$ cat config.mk
export PLATFORM = sky130hd
export DESIGN_NAME = qam_symbol_mapper_flat
export DESIGN_NICKNAME = d
export VERILOG_FILES = /design/src/rtl/qam_symbol_mapper_pkg.sv /design/src/rtl/qam_symbol_mapper_if.sv /design/src/rtl/qam_level_lut.sv /design/src/rtl/qam_symbol_mapper.sv /design/src/flat_wrapper.sv
export SDC_FILE = /design/constraint.sdc
export NUM_CORES = 1
export LEC_CHECK = 0
export ABC_CLOCK_PERIOD_IN_PS = 2400
export CELL_PAD_IN_SITES_DETAIL_PLACEMENT = 1
export CELL_PAD_IN_SITES_GLOBAL_PLACEMENT = 2
export CORE_MARGIN = 1.5
export CORE_UTILIZATION = 27
export DETAILED_ROUTE_END_ITERATION = 8
export GPL_ROUTABILITY_DRIVEN = 0
export PLACE_DENSITY_LB_ADDON = 0.1
export RECOVER_POWER = 100
export SLEW_MARGIN = 20
export SYNTH_ARGS = -nofsm -noshare
export SYNTH_HDL_FRONTEND = slang
export SYNTH_SLANG_ARGS = --single-unit
$ cat constraint.sdc
create_clock -name clk -period 2.4 [get_ports clk]
set_clock_uncertainty 0.15 [all_clocks]
set_input_delay 0.48 -clock clk [delete_from_list [all_inputs] [get_ports clk]]
set_output_delay 0.48 -clock clk [all_outputs]
set_load 0.01 [all_outputs]
$ cat src/rtl/qam_symbol_mapper_pkg.sv
// rtl/qam_symbol_mapper_pkg.sv - wimax_mod_pkg: mapper modes, bps lookup, amplitude helpers
// Accumulator width follows QAM_MAPPER_16QAM_EN (4 bits with 16QAM, 2 without).
package wimax_mod_pkg;

  typedef enum logic [1:0] {
    MODE_BPSK  = 2'd0,
    MODE_QPSK  = 2'd1,
    MODE_16QAM = 2'd2,
    MODE_RSVD  = 2'd3
  } mod_mode_e;

`ifdef QAM_MAPPER_16QAM_EN
  localparam int ACC_W = 4;
`else
  localparam int ACC_W = 2;
`endif

  localparam int IQ_W_DEF = 16;

  typedef struct packed {
    logic signed [IQ_W_DEF-1:0] i;
    logic signed [IQ_W_DEF-1:0] q;
  } iq_t;

  function automatic logic mode_supported(logic [1:0] m);
    logic ok;
    ok = (m == MODE_BPSK) || (m == MODE_QPSK);
`ifdef QAM_MAPPER_16QAM_EN
    ok = ok || (m == MODE_16QAM);
`endif
    return ok;
  endfunction

  // Unsupported requests fall back to QPSK mapping.
  function automatic mod_mode_e mode_decode(logic [1:0] m);
    return mode_supported(m) ? mod_mode_e'(m) : MODE_QPSK;
  endfunction

  function automatic logic [2:0] bps_of(mod_mode_e m);
    logic [2:0] n;
    case (m)
      MODE_BPSK:  n = 3'd1;
`ifdef QAM_MAPPER_16QAM_EN
      MODE_16QAM: n = 3'd4;
`endif
      default:    n = 3'd2;
    endcase
    return n;
  endfunction

  function automatic int amp_full(int w);
    return (1 << (w - 1)) - 1;
  endfunction

  // round(2^(w-1) / sqrt(d)) using an integer square root of 2^(2w-2)/d.
  function automatic int amp_div(int w, int d);
    longint n;
    longint t;
    longint f;
    longint c;
    n = longint'(1) << (2 * (w - 1));
    t = n / d;
    f = 0;
    for (int b = 30; b >= 0; b--) begin
      c = f | (longint'(1) << b);
      if (c * c <= t) f = c;
    end
    if ((2 * f + 1) * (2 * f + 1) * d < 4 * n) f = f + 1;
    return int'(f);
  endfunction

endpackage

$ cat src/rtl/qam_symbol_mapper_if.sv
// rtl/qam_symbol_mapper_if.sv - serial bit input stream and I/Q symbol output stream
interface qam_symbol_mapper_if #(
  parameter int IQ_W = 16
) ();
  logic                   in_valid;
  logic                   in_bit;
  logic                   in_ready;
  logic                   out_valid;
  logic                   out_ready;
  logic signed [IQ_W-1:0] out_i;
  logic signed [IQ_W-1:0] out_q;
  logic                   out_last;

  modport master (
    output in_valid, in_bit, out_ready,
    input  in_ready, out_valid, out_i, out_q, out_last
  );

  modport slave (
    input  in_valid, in_bit, out_ready,
    output in_ready, out_valid, out_i, out_q, out_last
  );
endinterface

$ cat src/rtl/qam_level_lut.sv
// rtl/qam_level_lut.sv - combinational {mode, bits} to I/Q constellation levels
// 16QAM levels exist only when QAM_MAPPER_16QAM_EN is defined.
module qam_level_lut
  import wimax_mod_pkg::*;
#(
  parameter int IQ_W = 16
) (
  input  mod_mode_e              mode,
  input  logic [ACC_W-1:0]       bits,
  output logic signed [IQ_W-1:0] lvl_i,
  output logic signed [IQ_W-1:0] lvl_q
);
  localparam logic signed [IQ_W-1:0] A1 = IQ_W'(amp_full(IQ_W));
  localparam logic signed [IQ_W-1:0] A2 = IQ_W'(amp_div(IQ_W, 2));
`ifdef QAM_MAPPER_16QAM_EN
  localparam logic signed [IQ_W-1:0] A3I = IQ_W'(amp_div(IQ_W, 10));
  localparam logic signed [IQ_W-1:0] A3O = IQ_W'(3 * amp_div(IQ_W, 10));
`endif

  // Bit value 0 maps to the positive level, 1 to its two's complement.
  always_comb begin
    lvl_i = bits[0] ? -A2 : A2;
    lvl_q = bits[1] ? -A2 : A2;
    case (mode)
      MODE_BPSK: begin
        lvl_i = bits[0] ? -A1 : A1;
        lvl_q = '0;
      end
`ifdef QAM_MAPPER_16QAM_EN
      MODE_16QAM: begin
        lvl_i = bits[0] ? (bits[1] ? -A3O : -A3I) : (bits[1] ? A3O : A3I);
        lvl_q = bits[2] ? (bits[3] ? -A3O : -A3I) : (bits[3] ? A3O : A3I);
      end
`endif
      default: ;
    endcase
  end
endmodule

$ cat src/rtl/qam_symbol_mapper.sv
// rtl/qam_symbol_mapper.sv - serial bits to BPSK/QPSK/16QAM I/Q symbols with FEC-block tracking
// 16QAM support is built in when QAM_MAPPER_16QAM_EN is defined.
module qam_symbol_mapper
  import wimax_mod_pkg::*;
#(
  parameter int IQ_W       = 16,
  parameter int BLOCK_BITS = 192
) (
  input  logic              clk,
  input  logic              rstn,
  input  logic [1:0]        mode,
  output logic              mode_err,
  qam_symbol_mapper_if.slave bus
);
  localparam int BLK_W = $clog2(BLOCK_BITS);
  localparam int SYM_W = (ACC_W == 4) ? 2 : 1;

  mod_mode_e              mode_q;
  mod_mode_e              cur_mode;
  logic [BLK_W-1:0]       blk_cnt;
  logic [SYM_W-1:0]       sym_cnt;
  logic [ACC_W-1:0]       acc;
  logic [ACC_W-1:0]       acc_next;
  logic                   accept;
  logic                   block_start;
  logic                   sym_done;
  logic signed [IQ_W-1:0] lvl_i;
  logic signed [IQ_W-1:0] lvl_q;
  logic signed [IQ_W-1:0] out_i_q;
  logic signed [IQ_W-1:0] out_q_q;
  logic                   out_valid_q;
  logic                   out_last_q;

  assign bus.in_ready  = !out_valid_q || bus.out_ready;
  assign bus.out_valid = out_valid_q;
  assign bus.out_i     = out_i_q;
  assign bus.out_q     = out_q_q;
  assign bus.out_last  = out_last_q;

  assign accept      = bus.in_valid && bus.in_ready;
  assign block_start = (blk_cnt == '0);
  // The first bit of a block already maps with the freshly requested mode.
  assign cur_mode    = block_start ? mode_decode(mode) : mode_q;
  assign sym_done    = (3'(sym_cnt) == (bps_of(cur_mode) - 3'd1));

  always_comb begin
    acc_next          = acc;
    acc_next[sym_cnt] = bus.in_bit;
  end

  qam_level_lut #(.IQ_W(IQ_W)) u_lut (
    .mode  (cur_mode),
    .bits  (acc_next),
    .lvl_i (lvl_i),
    .lvl_q (lvl_q)
  );

  always_ff @(posedge clk or negedge rstn) begin
    if (!rstn) begin
      mode_q      <= MODE_QPSK;
      blk_cnt     <= '0;
      sym_cnt     <= '0;
      acc         <= '0;
      out_valid_q <= 1'b0;
      out_i_q     <= '0;
      out_q_q     <= '0;
      out_last_q  <= 1'b0;
      mode_err    <= 1'b0;
    end else begin
      mode_err <= 1'b0;
      if (bus.out_ready) out_valid_q <= 1'b0;
      if (accept) begin
        if (block_start) begin
          mode_q   <= cur_mode;
          mode_err <= !mode_supported(mode);
        end
        blk_cnt <= (blk_cnt == BLK_W'(BLOCK_BITS - 1)) ? '0 : blk_cnt + BLK_W'(1);
        // A completing symbol overrides the retire above: no bubble.
        if (sym_done) begin
          acc         <= '0;
          sym_cnt     <= '0;
          out_valid_q <= 1'b1;
          out_i_q     <= lvl_i;
          out_q_q     <= lvl_q;
          out_last_q  <= (blk_cnt == BLK_W'(BLOCK_BITS - 1));
        end else begin
          acc     <= acc_next;
          sym_cnt <= sym_cnt + SYM_W'(1);
        end
      end
    end
  end
endmodule

$ cat src/flat_wrapper.sv
// flat-port wrapper written by rule: the top's interface ports become plain ports
module qam_symbol_mapper_flat import wimax_mod_pkg::*;
#(
  parameter int IQ_W       = 16,
  parameter int BLOCK_BITS = 192
)
  (clk, rstn, mode, mode_err, bus_in_valid, bus_in_bit, bus_out_ready, bus_in_ready, bus_out_valid, bus_out_i, bus_out_q, bus_out_last);
  qam_symbol_mapper_if #(.IQ_W(IQ_W)) bus_i ();
  input  logic clk;
  input  logic rstn;
  input  logic [1:0] mode;
  output logic mode_err;
  input wire logic [$bits(bus_i.in_valid)-1:0] bus_in_valid;
  input wire logic [$bits(bus_i.in_bit)-1:0] bus_in_bit;
  input wire logic [$bits(bus_i.out_ready)-1:0] bus_out_ready;
  output wire logic [$bits(bus_i.in_ready)-1:0] bus_in_ready;
  output wire logic [$bits(bus_i.out_valid)-1:0] bus_out_valid;
  output wire logic [$bits(bus_i.out_i)-1:0] bus_out_i;
  output wire logic [$bits(bus_i.out_q)-1:0] bus_out_q;
  output wire logic [$bits(bus_i.out_last)-1:0] bus_out_last;
  assign bus_i.in_valid = bus_in_valid;
  assign bus_i.in_bit = bus_in_bit;
  assign bus_i.out_ready = bus_out_ready;
  assign bus_in_ready = bus_i.in_ready;
  assign bus_out_valid = bus_i.out_valid;
  assign bus_out_i = bus_i.out_i;
  assign bus_out_q = bus_i.out_q;
  assign bus_out_last = bus_i.out_last;
  qam_symbol_mapper #(.IQ_W(IQ_W), .BLOCK_BITS(BLOCK_BITS)) u_core (.clk(clk), .rstn(rstn), .mode(mode), .mode_err(mode_err), .bus(bus_i));
endmodule
==> impl_metrics.csv, run 1 <==
group,metric,value,unit
synthesis,yosys-top-cells-count,"buf_4, dfrtp_1, nand2_1",
global_routing,grt_pass1_wl,5.02,mm
floorplanning,die_w,73.7,microns
cells_and_area,drive_above_1_share,10.1,%
synthesis,yosysMostFrequentCell,"buf_4",
hold_path,min-delay-start,"u_core.bus.out_i[1]",
routing,drc,0,
clocking,cts_max_level,1,
floorplanning,start_util,28.4,%
clocking,clkLatencyLatePin,0.26,ns
critical_path,end_kind,"output pin",
synthesis,avgSynthCellArea,9.57,sq um
timing,fin_hold_ws,0.341,ns
pwr,power_density,947,nW/um^2
cells_and_area,diodes,0,
critical_path,cp_max_fo,2,
routing,via_count,1054,
pwr,power_leakage,0.825,nW
critical_path,cp-start-kind,"primary input",
synthesis,synthFlopType,"dfrtp_1",
critical_path,cp-endpoint,"bus_in_ready",
run,max_cap_violations,0,
routing,first_pass_iters,3,
cells_and_area,syn2layout_area_growth,29.9,%
routing,drtIter0Drc,33,
synthesis,synth.area.top_cells,"dfrtp_1, buf_4, nand2_1",
synthesis,postSynth.asyncResetShare,100,%
global_routing,grt_pass1_vias,1048,
critical_path,timing.rr.end,"u_core.bus.out_i[0]",
synthesis,ys_seq_area_share,44.6,%
floorplanning,boundaryPins,43,
placed_design,dp_hpwl,2.36,mm
timing,grt_setup_unrepaired,"no",
timing,timing.fmax,439,MHz
pwr,irDropWorstVdd,0.272,mV
floorplanning,design.core.area,4750,sq um
synthesis,synth.distinct_cells,33,
placed_design,numPortBuffers,41,
outcome,status,"complete, no violations",
clocking,hold_buffers,0,
clocking,cts_tree,"yes",
synthesis,synth_xor_area_share,1.30,%
timing,fin_crit,2.28,ns
global_routing,grt_use_total,11.9,%
synthesis,synth_top_cell_by_area,"dfrtp_1",
global_routing,grt_max_degree,25,
critical_path,r2r-start,"u_core.blk_cnt[0]",
timing,hold_violations,0,
synthesis,synthMuxAreaShare,2.69,%
synthesis,synth_cells,141,
hold_path,hp-class,"reg -> reg",
synthesis,synth_edf_count,0,
routing,viasPerCell,4.49,
synthesis,yosys_warnings,0,
clocking,clockBufferDepth,2,
floorplanning,die_area,5430,sq um
synthesis,yosys.area_share.simple,18.9,%
pwr,power,1.66,mW
timing,tightest_slew,1.33,ns
floorplanning,die_y,73.7,microns
timing,slew_headroom,11.4,%
synthesis,synth_top_family_by_area,"simple AND/OR/NAND/NOR gates",
clocking,clk_pin_slew,0.09,ns
synthesis,ys_ff_latch,24,
timing,setup_viol_count_final,0,
cells_and_area,nets,180,
clocking,cts_buffers,3,
clocking,cts_sinks,24,
routing,drtAntennaViolNets,0,
critical_path,worstPathRequired,1.77,ns
critical_path,critPathLaunch,"bus_out_ready",
synthesis,yosysTopAreaCellShare,42.7,%
timing,slew_violations,0,
routing,routedWlPerCell,12.9,microns
timing,finalCritPeriodShare,94.9,%
synthesis,syn_nets,152,
critical_path,critPathKind,"in -> out",
clocking,clockRootBuffer,"clkbuf_8",
synthesis,synth_area,1350,sq um
routing,wl,3.04,mm
synthesis,synth_compound_area_share,12.6,%
critical_path,crit_arrival,1.65,ns
global_routing,overflow,0,
global_routing,antenna_found_initial,0,
critical_path,rrSetupSlack,0.17,ns
synthesis,synth_fa_ha_area_share,3.71,%
floorplanning,rows,25,
critical_path,ff2ff_path_depth,9,
==> cells in the final DEF, fill, tap and decap left out, types with 4 or more instances in the layout <==
master	synthesis	layout
buf_4	24	5
clkdlybuf4s50_1	0	5
dfrtp_1	23	23
dlygate4sd3_1	0	36
ha_1	4	4
inv_1	5	5
nand2_1	19	19
nand3_1	9	9
nor2_1	4	4
o21ai_0	9	9
==> sequential cells by signal, summed over array words and instances, names as in the netlist <==
signal,count
u_core.bus.out_last,1
u_core.acc,2
u_core.sym_cnt,1
u_core.mode_err,1
u_core.mode_q,2
u_core.bus.out_valid,1
u_core.blk_cnt,8
u_core.bus.out_q,3
u_core.bus.out_i,5
==> routing by layer <==
| layer | part of all wire [%] | vias up | wire length (microns) | GRT usage, % |
|---|---|---|---|---|
| met5 | 0 | - | 0 | 0 |
| met1 | 51 | 502 | 1560 | 16.0 |
| li1 | - | 513 | - | - |
| met4 | 0.63 | 0 | 19 | 3.09 |
| met3 | 4.7 | 2 | 144 | 2.06 |
| met2 | 43 | 37 | 1310 | 19.6 |
==> worst max-delay path, stage by stage <==
cell	delay, ns
dlygate4sd3_1	0.51
nand2b_1	0.12
clkdlybuf4s50_1	0.54
==> kinds of logic after synthesis <==
kind of cell	count (synthesis)
compound gates	26
xor+xnor	2
fa+ha+maj	4
buf+inv	32
flops	24
mux	3
other cells	1
simple gates	49
==> final cells by class <==
cell class | count | area [sq um]
tap | 67 | 83.8
fill | 555 | 3000
multi-input combinational | 85 | 534
sequential | 24 | 602
inverter | 5 | 18.8
clock buffer | 4 | 45.0
timing repair buffer | 50 | 468
==> per-stage QoR <==
stage	cells	setup WS, ns	cell area, sq um	util (%)	TNS, ns
floorplan	141	0.250	1350	-	0
global placement	231	0.00490	1720	36.1	0
detailed placement	231	-0.0203	1720	36.1	-0.0203
CTS	235	0.110	1760	37.0	0
global route	235	0.0252	1750	36.8	0
finish	235	0.123	1750	36.8	0
==> worst min path at each step <==
stage	slack [ns]	cells past startpoint	to
after floorplan	0.03	0	u_core.acc[0]
after global placement	0.31	2	u_core.acc[1]
after detailed placement	0.32	1	u_core.mode_q[1]
after CTS	0.35	1	u_core.mode_q[1]
after global routing	0.37	1	u_core.mode_q[1]
final	0.34	2	u_core.bus.out_i[1]
==> what timing repair did <==
| action | in CTS | in global routing |
|---|---|---|
| gates resized for setup | 0 | 1 |
| setup endpoints to repair | 0 | 4 |
| buffers inserted | 0 | 0 |
==> report_power, final <==
part           total (mW)  switching (mW)  internal [mW]  leakage, nW
sequential          0.636           0.114          0.522        0.300
combinational       0.777           0.367          0.411        0.502
clock               0.245           0.126          0.118       0.0228
Power figures use the tool's default switching activity.
==> run 2, diff against run 1 <==
- CORE_MARGIN: 1.5 -> 4
- REMOVE_ABC_BUFFERS: unset -> 1
==> run 2 against run 1 <==
Net effect:
- register-to-register slack improved by 0.03 ns
- largest power group unchanged
- largest cell class unchanged
- total power increased by 5.2%
- fmax is 2.1% lower
- via count increased by 2.2%
==> impl_metrics.csv, run 2 (synthesis results as in run 1) <==
group,metric,value,unit
outcome,status,"complete, no violations",
floorplanning,die_w,78.7,microns
global_routing,gr-usage-met2,19.5,%
clocking,clkLatencyLatePin,0.27,ns
clocking,cts_sinks,24,
cells_and_area,nets,184,
clocking,cts_resized,0,
global_routing,use_met1,14.0,%
timing,tightest_slew,1.37,ns
clocking,postCtsSetupBuffers,0,
global_routing,gr-usage-met3,3.33,%
floorplanning,boundaryPins,43,
critical_path,slowest_stage,"clkdlybuf4s50_1",
critical_path,path_delay_family,"buffers and inverters",
hold_path,min_path_cells,2,
placed_design,dp_hpwl,2.73,mm
critical_path,path_cells,"dlygate4sd3_1 -> nand2b_1 -> clkdlybuf4s50_1",
pwr,irDropWorstVdd,0.443,mV
critical_path,r2r-start,"u_core.blk_cnt[0]",
timing,setup_viol_count_final,0,
run,max_cap_violations,0,
critical_path,critical-path-max-stage-delay,0.55,ns
critical_path,timing.rr.end,"u_core.bus.out_i[0]",
critical_path,cp-start-kind,"primary input",
global_routing,grt_pass1_wl,5.58,mm
clocking,clk_pin_slew,0.08,ns
placed_design,numPortBuffers,41,
timing,timing.fmax,430,MHz
timing,fin_ws,0.0740,ns
routing,drtIter0Drc,32,
routing,wl,3.49,mm
global_routing,busiest_layer,"met2",
global_routing,grt_pass1_vias,1128,
critical_path,cp_max_fo,2,
timing,slew_headroom,8.96,%
critical_path,crit_arrival,1.70,ns
floorplanning,die_y,78.7,microns
cells_and_area,final_common_cell,"dlygate4sd3_1",
clocking,hold_buffers,0,
cells_and_area,largest_reg_flops,8,
global_routing,antenna_found_initial,0,
timing,fin_crit,2.33,ns
placed_design,dpl_worst_slack,-0.0215,ns
routing,drtAntennaViolNets,0,
global_routing,overflow,0,
critical_path,crit_buf_inv,2,
pwr,power_density,971,nW/um^2
cells_and_area,syn2layout_area_growth,33.3,%
clocking,cts_buffers,3,
cells_and_area,diodes,0,
timing,finalCritPeriodShare,96.9,%
hold_path,hold_end,"u_core.bus.out_last",
timing,grt_setup_unrepaired,"no",
clocking,cts_max_level,1,
routing,drc,0,
hold_path,min-delay-start,"u_core.bus.out_last",
routing,first_pass_iters,4,
clocking,cts_tree,"yes",
global_routing,grt_use_total,11.3,%
critical_path,worstPathRequired,1.77,ns
timing,hold_violations,0,
critical_path,ff2ff_path_depth,9,
cells_and_area,drive_above_1_share,13.4,%
critical_path,rrSetupSlack,0.20,ns
clocking,clockBufferDepth,2,
floorplanning,design.core.area,4790,sq um
hold_path,hp-class,"reg -> reg",
timing,tns,0,ns
timing,slew_violations,0,
floorplanning,start_util,28.2,%
global_routing,grt_max_degree,25,
routing,via_count,1077,
routing,viasPerCell,4.51,
critical_path,end_kind,"output pin",
pwr,power_leakage,0.853,nW
cells_and_area,layout_common_cells,"dlygate4sd3_1, dfrtp_1, nand2_1",
cells_and_area,top_register,"u_core.blk_cnt",
floorplanning,rows,25,
floorplanning,die_area,6190,sq um
routing,routedWlPerCell,14.6,microns
critical_path,critPathKind,"in -> out",
clocking,clockRootBuffer,"clkbuf_8",
-- run 2: cell types whose count changed in the layout (fill, tap and decap cells not counted), sizes merged --
cell and change:
buf +5, clkbuf -1
-- run 2: worst reg2reg max path, delay by kind of cell, from the launching register on --
kind                     cells  cell delay [ns]
adder cells (fa/ha/maj)      2             0.55
AND/OR/NAND/NOR              3             0.44
flip-flops                   1             0.40
multiplexers                 1             0.31
AO/OA/AOI/OAI                2             0.18
buffers and inverters        1             0.10
-- run 2: how the worst max path moves through the flow --
stage / start / endpoint / slack [ns] / cells past startpoint
3_5_place_dp: mode[1] / u_core.bus.out_i[0] / -0.02 / 7
3_3_place_gp: mode[1] / u_core.bus.out_i[0] / 0.03 / 7
6_report: bus_out_ready / bus_in_ready / 0.07 / 3
5_1_grt: bus_out_ready / bus_in_ready / 0.03 / 3
2_1_floorplan: u_core.blk_cnt[2] / u_core.bus.out_i[0] / 0.24 / 8
4_1_cts: u_core.blk_cnt[0] / u_core.bus.out_i[0] / 0.1 / 9
-- run 2: through the flow --
step,instance area (sq um),hold slack (ns),total power [mW],cells,utilization [%]
after floorplan,1150,0.0344,0.984,114,-
after global placement,1750,0.310,1.55,235,36.5
after detailed placement,1750,0.322,1.58,235,36.5
after CTS,1800,0.350,1.87,239,37.6
after global routing,1800,0.369,1.87,239,37.6
final,1800,0.338,1.75,239,37.6
-- run 2: final cells by class --
cell class	instances	area [sq um]
tap	67	83.8
inverter	5	18.8
sequential	24	602
multi-input combinational	85	538
clock buffer	4	55.1
timing repair buffer	54	500
fill	558	2990
-- run 2: where the power goes --
part / leakage [nW] / switching, mW / total (mW) / internal, mW
Sequential: 0.300 / 0.100 / 0.622 / 0.522
Clock: 0.0288 / 0.130 / 0.276 / 0.146
Combinational: 0.524 / 0.408 / 0.846 / 0.438
Total: 0.853 / 0.639 / 1.75 / 1.11
-- run 2: metal layers --
metal	routed length, microns	share of wire [%]
met1	1580	45
met2	1760	51
met3	134	3.8
met4	15	0.43
met5	0	0
==> run 3, diff against run 2 <==
- SLEW_MARGIN: 20 -> 25
==> results of run 3 <==
The final DEF is identical to that of run 2; final timing and power are the same.
==> patch 1 (flow settings as in run 2) <==
`IQ_W` is set to 16 in 4 places; all go to 32.
--- a/src/rtl/qam_symbol_mapper_if.sv
+++ b/src/rtl/qam_symbol_mapper_if.sv
@@ -1,6 +1,6 @@
 // rtl/qam_symbol_mapper_if.sv - serial bit input stream and I/Q symbol output stream
 interface qam_symbol_mapper_if #(
-  parameter int IQ_W = 16
+  parameter int IQ_W = 32
 ) ();
   logic                   in_valid;
   logic                   in_bit;
--- a/src/rtl/qam_level_lut.sv
+++ b/src/rtl/qam_level_lut.sv
@@ -3,7 +3,7 @@
 module qam_level_lut
   import wimax_mod_pkg::*;
 #(
-  parameter int IQ_W = 16
+  parameter int IQ_W = 32
 ) (
   input  mod_mode_e              mode,
   input  logic [ACC_W-1:0]       bits,
--- a/src/rtl/qam_symbol_mapper.sv
+++ b/src/rtl/qam_symbol_mapper.sv
@@ -3,7 +3,7 @@
 module qam_symbol_mapper
   import wimax_mod_pkg::*;
 #(
-  parameter int IQ_W       = 16,
+  parameter int IQ_W       = 32,
   parameter int BLOCK_BITS = 192
 ) (
   input  logic              clk,
--- a/src/flat_wrapper.sv
+++ b/src/flat_wrapper.sv
@@ -1,7 +1,7 @@
 // flat-port wrapper written by rule: the top's interface ports become plain ports
 module qam_symbol_mapper_flat import wimax_mod_pkg::*;
 #(
-  parameter int IQ_W       = 16,
+  parameter int IQ_W       = 32,
   parameter int BLOCK_BITS = 192
 )
   (clk, rstn, mode, mode_err, bus_in_valid, bus_in_bit, bus_out_ready, bus_in_ready, bus_out_valid, bus_out_i, bus_out_q, bus_out_last);
Interface: changed (resized bus_out_i and bus_out_q); port bits go from 43 to 75. The function was not compared with the original's and may differ.
==> patch 1 against run 2 <==
Sequential cell count did not move; final cell count rose by 13%; sequential share of layout area decreased by 4.4 points; global-route usage shrank 1.1 points; critical endpoint unchanged; utilization fell by 0.19 points; setup slack better by 0.056 ns; routed wire length rose by 3.2%; non-clock buffer count is 30 higher; final area increased by 15%; synthesized area is 15% higher; synthesized cell count increased by 20%.
Power is not compared: it rests on default switching activity, and its combinational part moved more than twofold at a synthesized area within 25%.
==> patch 1: results (changes against run 2) <==
----------------------------------------------------
[Layout]
  Flip-flop count of the largest register, all copies and words added ... 8 (unchanged)
  Register with the most flip-flops ... u_core.blk_cnt (unchanged)
  Fraction of final layout cells sized beyond drive strength 1 ... 11.1% (was 13.4%)
  Number of filler instances in the final layout ... 630 (was 558)
  Number of nets in the finished design ... 210 (was 184)
  Count of antenna diodes in the layout ... 0 (unchanged)
  Post-layout util ... 37.4% (was 37.6%)

[CTS]
  TritonCTS Buffers ... 3 (unchanged)
  Source-to-sink clock delay at the later pin of the worst-skew pair ... 0.27 ns (about the same)
  Clock-pin slew on the worst setup and hold paths ... 0.08 ns (about the same)
  Bufs on Longest Clock Path ... 2 (unchanged)
  CTS H-tree depth ... 1 (unchanged)
  Cell at the root of the clock tree ... clkbuf_8 (unchanged)

[Pwr]
  Design internal power ... 1710 uW
  Maximum vdd drop ... 436 uV
  Leakage power of the design ... 0.000948 uW

[Yosys]
  Top_reg_cell synth ... dfrtp_1 (unchanged)
  Synth warnings ... 0 (unchanged)
  Cells taking the most area after synthesis ... dfrtp_1 (37%), buf_4 (27%), nand2_1 (4.8%) (was dfrtp_1 (43%), buf_4 (13%), nand2_1 (5.3%))
  Share of the yosys chip area belonging to registers ... 38.9% (was 44.6%)
  Post-synth EDFFs ... 0 (unchanged)
  Async SR Flop Fraction ... 100% (unchanged)
  Distinct cell type count after synthesis ... 34 (was 33)
  Leading cell types by count after synthesis ... buf_4 (56), dfrtp_1 (23), nand2_1 (20) (was buf_4 (24), dfrtp_1 (23), nand2_1 (19))

[Hold path]
  Min-delay worst type ... register to register (unchanged)

[Drt]
  Mean number of vias per cell ... 4.28 (was 4.51)
  Wirelength, routed ... 3.60 mm (was 3.49 mm)
  1st-pass router iterations ... 4 (unchanged)
  First DRT Iteration DRCs ... 15 (was 32)

[Critical path]
  Largest driver fanout on the critical path ... 2 (unchanged)
  Arrival @ worst endpoint ... 1.64 ns (was 1.70 ns)

[Placed design]
  Buffers added on ports ... 73 (was 41)
  Worst Setup Slack post-DPL ... -0.108 ns (was -0.0215 ns)
  HPWL after detailed placement ... 2.95 mm (was 2.73 mm)

[Status]
  Run status ... finished clean (unchanged)

[GRT]
  GRT Total Usage ... 10.2% (was 11.3%)
  Wire length of the first global-routing pass ... 5.90 mm (was 5.58 mm)
  Largest net degree at the start of global routing ... 25 (unchanged)
  Number of antenna violations at the first check in global routing ... 0 (unchanged)
  Via count of the first global-routing pass ... 1132 (was 1128)

[Timing]
  Tightest Pin Transition ... 1.35 ns (was 1.37 ns)

----------------------------------------------------
[patch 1: final timing paths]
path                              startpoint                  end  slack, ns  cells past startpoint
min in group asynchronous               rstn      u_core.mode_err       0.89                      2
max in group asynchronous               rstn    u_core.blk_cnt[1]       0.42                      2
setup / recovery               bus_out_ready         bus_in_ready       0.13                      3
setup reg to reg           u_core.blk_cnt[3]  u_core.bus.out_i[0]       0.14                      7
hold reg to reg             u_core.mode_q[1]     u_core.mode_q[1]       0.35                      1
hold / removal              u_core.mode_q[1]     u_core.mode_q[1]       0.35                      1
[patch 1: power groups by stage]
stage	logic (uW)	clock network (uW)	registers, uW
after floorplan	459	0	1060
after global placement	2050	0	781
after detailed placement	2070	0	805
after CTS	2080	264	799
after global routing	2040	285	816
final	1860	250	763
[patch 1: cell type report]
class                   instances  share of cell area [%]
repair buffers                 84                    38.6
inverters                       7                    1.27
multi-input cells              79                    24.5
well taps                      72                    4.35
flip-flops and latches         24                    29.1
clock buffers                   4                    2.18
[patch 1: per-layer routing]
metal  track usage, %  part of all wire, %  vias up
met1             12.0                   41      544
met5                0                    0        -
met2             17.7                   50       54
met4             3.07                 0.83        0
li1                 -                    -      554
met3             3.36                  8.7        4
[patch 1: timing repair]
item                       4_1_cts  5_1_grt
cloned                           0        0
pin swaps                        0        3
setup buffers                    0        0
setup endpoints to repair        3        7
hold buffers                     0        0
hold endpoints to repair         0        0
resized for setup                1        6
[patch 1: worst max-delay path, cell delays in order]
cell and delay, ns:
dlygate4sd3_1 0.51, nand2b_1 0.11, clkdlybuf4s50_1 0.53
[patch 1: cell families after synthesis]
family                     count (synthesis)  synth area share [%]
DFF                                       24                  38.9
adders and majority gates                  4                  3.23
AOI/OAI and AO/OA                         17                  7.19
buffers and inverters                     66                  29.7
other                                      1                 0.242
and+or+nand+nor                           49                  15.2
xor gates and xnor gates                   4                  2.26
muxes                                      4                  3.31
[patch 1: metrics by stage]
stage | instances | area [um^2] | TNS [ns]
after global routing | 270 | 2070 | 0
after global placement | 266 | 2020 | -0.122
after detailed placement | 266 | 2020 | -0.395
final | 270 | 2070 | 0
after floorplan | 110 | 1110 | 0
after CTS | 270 | 2070 | 0
==> patch 2 (config.mk and constraints of run 2) <==
Without the edit above. Reset style: synchronous (`rstn`), changed in one clocked block.
--- a/src/rtl/qam_symbol_mapper.sv
+++ b/src/rtl/qam_symbol_mapper.sv
@@ -55,7 +55,7 @@
     .lvl_q (lvl_q)
   );
 
-  always_ff @(posedge clk or negedge rstn) begin
+  always_ff @(posedge clk) begin
     if (!rstn) begin
       mode_q      <= MODE_QPSK;
       blk_cnt     <= '0;
Formal check against the unedited RTL: differs if rstn is asserted again (counterexample within 4 cycles, from zero or initial values and one cycle with rstn low); with rstn held inactive, the same outputs for 10 cycles.
==> patch 2 against run 2 <==
Via count increased by 0.56%; synthesized area down 7.0%; routed wire length decreased by 2.5%; critical path depth stayed put; fmax is 1.4% higher; setup slack better by 0.031 ns; sequential cell count unchanged; final area decreased by 3.8%; first-iteration DRC count rose by 16%; utilization grew 1.6 points; sequential share of layout area decreased by 5.6 points.
Power is not compared: it rests on default switching activity, and its combinational part moved more than twofold at a synthesized area within 25%.
==> patch 2: results (changes against run 2) <==
----------------------------------------------------
[Critical path]
  Reg2reg setup slack ... 0.13 ns (was 0.20 ns)
  Arrival @ worst endpoint ... 1.66 ns (was 1.70 ns)
  Reg-to-reg critical path endpoint ... u_core.bus.out_q[13] (was u_core.bus.out_i[0])

[GRT]
  Largest net degree at the start of global routing ... 15 (was 25)
  GRT Total Usage ... 11.7% (was 11.3%)
  Wire length of the first global-routing pass ... 5.58 mm (about the same)

[Yosys]
  Cells taking the most area after synthesis ... dfxtp_1 (38%), buf_4 (14%), a21oi_1 (4.4%) (was dfrtp_1 (43%), buf_4 (13%), nand2_1 (5.3%))
  Share of the yosys chip area belonging to registers ... 38.3% (was 44.6%)
  Leading cell types by count after synthesis ... buf_4 (24), dfxtp_1 (24), nand2_1 (14) (was buf_4 (24), dfrtp_1 (23), nand2_1 (19))
  Post-synthesis cell count ... 147 (was 141)
  Async SR Flop Fraction ... 0% (was 100%)
  Top_reg_cell synth ... dfxtp_1 (was dfrtp_1)

[Timing]
  Remaining max-slew budget at the tightest pin ... 64.3% (was 8.96%)

[Layout]
  Number of nets in the finished design ... 190 (was 184)
  Filler-free cell count of the finished design ... 229 (was 239)
  Register with the most flip-flops ... u_core.blk_cnt (unchanged)
  Fraction of final layout cells sized beyond drive strength 1 ... 18.1% (was 13.4%)

[CTS]
  CTS H-tree depth ... 1 (unchanged)
  Clock-pin slew on the worst setup and hold paths ... 0.08 ns (about the same)

[Placed design]
  HPWL after detailed placement ... 2.64 mm (was 2.73 mm)
  Dpl cells ... 224 (was 235)
  Post-place instance area ... 1630 um^2 (was 1750 um^2)

[Drt]
  DR vias ... 1083 (was 1077)
  Detailed-routed wire length on met2 ... 1.58 mm (was 1.76 mm)
  Met3 routed wirelength ... 198 um (was 134 um)
  Top routing layer used ... met4 (unchanged)
  Wirelength, routed ... 3.40 mm (was 3.49 mm)
  First DRT Iteration DRCs ... 37 (was 32)

[Status]
  Run status ... finished clean (unchanged)

----------------------------------------------------
-- patch 2: changes by cell type after synthesis, moves of 4 or more --
cell	delta
dfxtp_1	+24
nand4_1	+4
dfrtp_1	-23
nor2_1	+9
o21ai_0	-7
a21oi_1	+9
nand2_1	-5
xor2_1	+5
-- patch 2: report_power, final --
| group | internal [uW] | leakage (uW) | switching, uW |
|---|---|---|---|
| Combinational | 152 | 0.000562 | 134 |
| Clock | 112 | 0.0000216 | 124 |
| Sequential | 426 | 0.000196 | 20.3 |
| Total | 690 | 0.000779 | 279 |
-- patch 2: final cells by class --
class / count / area (um^2)
Tap cell: 52 / 65.1
Inverter: 6 / 22.5
Sequential cell: 24 / 482
Fill cell: 535 / 2680
Timing Repair Buffer: 56 / 519
Multi-Input combinational cell: 88 / 601
Clock buffer: 3 / 41.3
-- patch 2: worst min-delay path by stage --
stage / startpoint / end / depth (start not counted)
after floorplan: u_core.acc[1] / u_core.acc[1] / 2
after global placement: u_core.acc[1] / u_core.acc[1] / 2
after detailed placement: u_core.acc[0] / u_core.acc[0] / 2
after CTS: u_core.acc[0] / u_core.acc[0] / 2
after global routing: u_core.acc[1] / u_core.acc[1] / 2
final: u_core.acc[1] / u_core.acc[1] / 2
-- patch 2: logic make-up after synthesis --
logic type | synth area share, %
AO/OA/AOI/OAI | 9.07
other | 0.299
flip-flops | 38.3
AND/OR/NAND/NOR | 24.0
buffers and inverters | 17.7
XOR/XNOR | 4.19
adder cells (fa/ha/maj) | 3.99
multiplexers | 2.39
-- patch 2: routing by layer --
| layer | global-route usage (%) | vias up |
|---|---|---|
| met3 | 3.07 | 6 |
| met5 | 0 | - |
| met2 | 19.3 | 35 |
| met4 | 4.72 | 0 |
| li1 | - | 533 |
| met1 | 14.4 | 509 |
-- patch 2: tightest hold or removal path, cell delays in order (launching register included) --
cell and delay [ns]:
dfxtp_1 0.32, nand2_1 0.06, a21oi_1 0.05
-- patch 2: through the flow --
stage	util, %	TNS, ns	power (uW)	setup slack (ns)	hold slack [ns]
2_1_floorplan	-	0	566	0.00873	0.281
3_3_place_gp	36.9	-0.837	730	-0.179	0.289
3_5_place_dp	36.9	-1.29	736	-0.253	0.302
4_1_cts	38.0	0	982	0.0168	0.314
5_1_grt	39.2	-0.0142	1040	-0.0142	0.338
6_report	39.2	0	969	0.105	0.310
-- patch 2: repair_timing --
action	4_1_cts	5_1_grt
pin swaps	0	5
endpoints found under the hold margin	0	0
setup endpoints to repair	4	10
buffers inserted	0	2
gates resized for setup	2	9
